===== src/rtl/id_gen.sv =====
// id_gen: identifier token generator.
// Emits ASCII identifiers one character per accepted handshake: one or more
// lowercase letters, then zero or more digits, then the SEP_CHAR separator.
// Letter and digit indices run on across tokens (a..z, 0..9, wrapping) and
// are cleared only by reset.
//
// Optional feature macro: ID_GEN_UPPER_EN
//   When defined, an extra input `upper` is latched together with start.
//   Tokens started with upper=1 use uppercase letters ('A'..'Z').
//   When undefined, there is no `upper` port and letters are always lowercase.
//
// Handshake (output side): char/valid form a valid/ready source. A character
// transfers on a rising clk edge where valid && ready are both high. While
// valid is high and ready is low, char and valid hold their values unchanged.
// After a transfer the next character is presented in the very next cycle,
// so characters stream back-to-back while ready stays high.
//
// state_dbg mirrors the FSM state encoding (IDLE=0, LETTERS=1, DIGITS=2,
// SEP=3) for observation only.

module id_gen #(
  parameter logic [7:0] SEP_CHAR = 8'h20,
  parameter int         CNT_W    = 4
) (
  input  logic             clk,
  input  logic             reset,
  input  logic             start,
  input  logic [CNT_W-1:0] n_letters,
  input  logic [CNT_W-1:0] n_digits,
`ifdef ID_GEN_UPPER_EN
  input  logic             upper,
`endif
  input  logic             ready,
  output logic [7:0]       char,
  output logic             valid,
  output logic             busy,
  output logic             done,
  output logic             err,
  output logic [1:0]       state_dbg
);

  typedef enum logic [1:0] {
    IDLE    = 2'd0,
    LETTERS = 2'd1,
    DIGITS  = 2'd2,
    SEP     = 2'd3
  } state_t;

  localparam logic [CNT_W-1:0] CNT_ZERO = '0;
  localparam logic [CNT_W-1:0] CNT_ONE  = {{(CNT_W-1){1'b0}}, 1'b1};

  state_t           state;
  logic [4:0]       letter_idx;
  logic [3:0]       digit_idx;
  logic [CNT_W-1:0] let_rem;
  logic [CNT_W-1:0] dig_rem;
  logic             up_q;
  logic             up_in;
  logic             xfer;

  // Case selection for letters: only the configured build can request uppercase.
`ifdef ID_GEN_UPPER_EN
  assign up_in = upper;
`else
  assign up_in = 1'b0;
`endif

  // A character leaves the block on every edge where both sides agree.
  assign xfer = valid && ready;

  assign state_dbg = state;

  // ASCII letter for a 0..25 index, upper- or lowercase.
  function automatic logic [7:0] letter_char(input logic [4:0] idx, input logic up);
    logic [7:0] base;
    base = up ? 8'h41 : 8'h61;
    return base + {3'b000, idx};
  endfunction

  // ASCII digit for a 0..9 index.
  function automatic logic [7:0] digit_char(input logic [3:0] idx);
    return 8'h30 + {4'b0000, idx};
  endfunction

  // Letter index advances z -> a.
  function automatic logic [4:0] letter_next(input logic [4:0] idx);
    return (idx == 5'd25) ? 5'd0 : idx + 5'd1;
  endfunction

  // Digit index advances 9 -> 0.
  function automatic logic [3:0] digit_next(input logic [3:0] idx);
    return (idx == 4'd9) ? 4'd0 : idx + 4'd1;
  endfunction

  // Token FSM: all outputs are registered and computed one cycle ahead so the
  // next character is already on char when the current one transfers.
  always_ff @(posedge clk or posedge reset) begin
    if (reset) begin
      state      <= IDLE;
      char       <= 8'h00;
      valid      <= 1'b0;
      busy       <= 1'b0;
      done       <= 1'b0;
      err        <= 1'b0;
      letter_idx <= 5'd0;
      digit_idx  <= 4'd0;
      let_rem    <= CNT_ZERO;
      dig_rem    <= CNT_ZERO;
      up_q       <= 1'b0;
    end else begin
      // done and err are single-cycle pulses.
      done <= 1'b0;
      err  <= 1'b0;

      case (state)
        IDLE: begin
          if (start) begin
            if (n_letters != CNT_ZERO) begin
              let_rem <= n_letters;
              dig_rem <= n_digits;
              up_q    <= up_in;
              state   <= LETTERS;
              busy    <= 1'b1;
              valid   <= 1'b1;
              // First letter uses the case being latched right now.
              char    <= letter_char(letter_idx, up_in);
            end else begin
              // An identifier needs at least one letter; refuse the request.
              err <= 1'b1;
            end
          end
        end

        LETTERS: begin
          if (xfer) begin
            letter_idx <= letter_next(letter_idx);
            let_rem    <= let_rem - CNT_ONE;
            if (let_rem == CNT_ONE) begin
              // Last letter just went out: digits if any, else the separator.
              if (dig_rem != CNT_ZERO) begin
                state <= DIGITS;
                char  <= digit_char(digit_idx);
              end else begin
                state <= SEP;
                char  <= SEP_CHAR;
              end
            end else begin
              char <= letter_char(letter_next(letter_idx), up_q);
            end
          end
        end

        DIGITS: begin
          if (xfer) begin
            digit_idx <= digit_next(digit_idx);
            dig_rem   <= dig_rem - CNT_ONE;
            if (dig_rem == CNT_ONE) begin
              state <= SEP;
              char  <= SEP_CHAR;
            end else begin
              char <= digit_char(digit_next(digit_idx));
            end
          end
        end

        SEP: begin
          if (xfer) begin
            // Token complete: drop valid and signal done for one cycle.
            valid <= 1'b0;
            busy  <= 1'b0;
            done  <= 1'b1;
            state <= IDLE;
          end
        end

        default: begin
          state <= IDLE;
          valid <= 1'b0;
          busy  <= 1'b0;
        end
      endcase
    end
  end

endmodule

===== config.mk =====
export PLATFORM = sky130hd
export DESIGN_NAME = id_gen
export DESIGN_NICKNAME = d
export VERILOG_FILES = /design/src/rtl/id_gen.sv
export SDC_FILE = /design/constraint.sdc
export NUM_CORES = 1
export LEC_CHECK = 0
export BUFFER_PORTS_ARGS = -buffer_cell sky130_fd_sc_hd__buf_2
export CAP_MARGIN = 0
export CORE_MARGIN = 2
export CORE_UTILIZATION = 40
export DETAILED_ROUTE_END_ITERATION = 16
export HOLD_SLACK_MARGIN = 0.05
export SYNTH_ARGS = -nofsm -noshare
export SYNTH_HDL_FRONTEND = slang
export SYNTH_SLANG_ARGS = --single-unit

===== constraint.sdc =====
create_clock -name clk -period 2.45 [get_ports clk]
set_input_delay 0.1225 -clock clk [delete_from_list [all_inputs] [get_ports clk]]
set_output_delay 0.1225 -clock clk [all_outputs]
set_load 0.02 [all_outputs]

==> summary.txt <==
Logic synthesis
  – Main synth FF type: dfrtp_1
  – Asr flop ratio synth: between 90% and 100%
  – Post-synth top area cell: dfrtp_1
  – Warnings, synthesis: 0
  – Sequential-to-total area share from yosys stat: between 30% and 40%
  – Synth Register Bits: 30
  – Cells after Synth: 247
  – Syn Nets: 271
  – Top post-synthesis cells by count: dfrtp_1 (30), nand2_1 (28), o21ai_0 (22)
  – Area contributors post-synth: dfrtp_1 (35%), ha_1 (7.1%), o21ai_0 (5.2%), nand2_1 (4.9%), a21oi_1 (4.2%)
  – Mapped Area: about 0.0021 sq mm
  – Yosys cell types: 60
  – Count leader, synth: dfrtp_1
  – Post-synth top area share: a little over a third
  – Post-synth EDFFs: 0
  – Synth Area per Inst: ~8.6 sq um

Detailed routing
  – Met2 wire len: around 2100 um
  – Routed vias: 1841
  – Vias per cell: about 5.4
  – WL met1: roughly 2400 um
  – Metal3 WL: 209 um
  – Highest Signal Layer: met4
  – # DRC: 0
  – Routed len/inst: 14.02 um
  – Antenna Nets Post-Route: 0
  – Drt total wl: between 4000 and 5000 um
  – Drt pass-1 iters: 4
  – 1st-iter DRT viols: 99

STA
  – RSZ-0062 raised after global routing: false
  – WHS: between 0.1 and 0.15 ns
  – Final worst path period share: about nine tenths
  – Count of final setup violators: 0
  – Relative slew slack: around 50%
  – Setup Skew: between 0.009 and 0.01 ns
  – Final Hold Fails: 0
  – Fin Setup TNS: 0 ns
  – Transition time of the tightest slew-check pin: ~0.73 ns
  – Max Slew Vio Count: 0
  – Max Clk Rate: 0.4573 GHz
  – Minimum clock period: 2.187 ns

Layout
  – Layout Area Growth over Synthesis: 12.79%
  – Fin nets: slightly below 300
  – Layout cells sized above 1: roughly 17%
  – Layout fillers: around 520
  – Ant diodes: 0

Worst setup path
  – Crit path launch: state_dbg[0]
  – Data arrival, critical path: approximately 2.4 ns
  – FF-to-FF Start: state_dbg[0]
  – Critical Path Start Type: flop
  – Reg2Reg Setup Slack: between 0.2 and 0.3 ns
  – Setup CP Type: flop to flop
  – FF-to-FF path depth: 7
  – Critical path peak fanout: 15
  – Crit. End Element: flop
  – Worst EP required: ~2.6 ns
  – Reg2Reg Capture Point: state_dbg[0]

Floorplan
  – Die height: between 70 and 80 um
  – Chip width: between 70 and 80 um
  – Ports: 26
  – Initial Util: 41.57%
  – FP Rows: 26
  – CORE AREA: between 0.005 and 0.006 sq mm
  – Die area: a little under 0.006 sq mm

Hold path
  – Hold_sp: n_letters[0]
  – Cells on Worst Hold Path: 2
  – Worst min path class: input pin to flop
  – Worst Hold Path EP: let_rem[0]

Power and ir drop
  – Total Power: 3479 uW
  – VDD IR max: between 0.8 and 0.9 mV
  – Power Dens Cells: between 1000 and 1500 mW/mm^2
  – LEAKAGE: 0.001073 uW

Clocking
  – CTS tree: built
  – Clk pin slew, worst setup/hold paths: around 0.06 ns
  – Clock root buffer master: clkbuf_8
  – Worst skew pair latency: 0.29 ns
  – H-tree lvl count: 2
  – Longest Clk Path Bufs: 2
  – Post-CTS setup buffer count: 0
  – CTS Buf Count: 5
  – Clk sink count: 30

Place
  – Placer Congestion: between 0.8 and 0.9
  – Hpwl dp: roughly 3500 um
  – Number of port buffers: 25

Outcome
  – Status: finished clean

Global routing
  – Initial antenna violation count: 0
  – Vias in the first global route: 1755
  – Largest net degree at the start of global routing: 31
  – First-pass GRT wire length: between 8000 and 9000 um
  – Gr usage total: between 10% and 20%
  – Gr ovfl total: 0

Run
  – Max Cap Viol: 0
[area by class of cell]
class | count | area [sq um] | share of cell area [%]
clock buffers | 7 | 86.33 | 3.605
clock inverters | 1 | 5.005 | 0.2090
inverters | 19 | 71.32 | 2.978
multi-input cells | 185 | 1236 | 51.62
flip-flops and latches | 30 | 750.7 | 31.35
well taps | 70 | 87.58 | 3.657
repair buffers | 29 | 157.7 | 6.583
[layer usage]
layer | GRT usage (%) | vias to the layer above
met5 | 0 | -
met4 | 4.364 | 0
met3 | 4.824 | 6
met2 | 26.14 | 42
met1 | 24.43 | 868
li1 | - | 925
[worst max-delay path by stage]
| stage | slack [ns] | depth (start not counted) | to |
|---|---|---|---|
| after floorplan | 0.49 | 7 | char[3] |
| after global placement | 0.26 | 7 | dig_rem[0] |
| after detailed placement | 0.24 | 7 | dig_rem[0] |
| after CTS | 0.23 | 7 | dig_rem[0] |
| after global routing | 0.08 | 7 | state_dbg[0] |
| final | 0.26 | 7 | state_dbg[0] |
[state kept, by name, summed over array words and instances (netlist names)]
signal,flops
char,8
letter_idx,5
dig_rem,4
digit_idx,4
let_rem,4
state_dbg,2
busy,1
done,1
err,1
[layout by cell type (no fill, tap or decap), types with 2 or more instances in the layout]
cell and count:
dfrtp_1 30, nand2_1 28, buf_2 25, o21ai_0 22, inv_1 18, a21oi_1 18, nand3_1 12, ha_1 12
nand2b_1 8, nor2_1 8, nor3_1 6, clkbuf_8 6, and3_1 5, xnor2_1 5, o31ai_1 4, mux2i_1 3
xor2_1 3, a21o_1 3, buf_4 3, nand4b_1 2, and2_1 2, o31a_1 2, nor2b_1 2, nand4_1 2
and3b_1 2, nor4_1 2, o211ai_1 2, a22o_1 2, o221a_2 2
[per-stage QoR]
step           cell area, sq um  setup WS, ns  utilization, %  cells
2_1_floorplan              2123        0.4854               -    247
3_3_place_gp               2288        0.2583           44.81    332
3_5_place_dp               2288        0.2419           44.81    332
4_1_cts                    2390        0.2347           46.79    341
5_1_grt                    2395       0.07557           46.89    341
6_report                   2395        0.2634           46.89    341
[cell families (layout without fill, tap and decap cells)]
logic type	after synthesis	in the layout	share of synthesized area, %
AO/OA/AOI/OAI	75	75	24.46
XOR/XNOR	8	8	3.300
adder cells (fa/ha/maj)	12	12	7.071
buffers and inverters	32	56	6.658
flip-flops	30	30	35.36
multiplexers	4	4	1.945
AND/OR/NAND/NOR	86	86	21.21
[worst max-delay path: stages, from the launching register on]
cell	delay, ns
dfrtp_1	0.43
inv_1	0.09
ha_1	0.38
a2bb2oi_1	0.22
a21oi_2	0.31
nand4_1	0.23
o31ai_1	0.30
o31ai_1	0.10
[power by group]
| part | total, uW | switching [uW] | internal [uW] |
|---|---|---|---|
| Clock | 423 | 197 | 226 |
| Combinational | 2040 | 1200 | 839 |
| Sequential | 1020 | 285 | 731 |
[timing repair]
item | 4_1_cts | 5_1_grt
hold endpoints to repair | 30 | 0
resized for setup | 0 | 1
hold buffers | 1 | 0
endpoints found under the setup margin | 0 | 1
(Power assumes the default switching activity.)
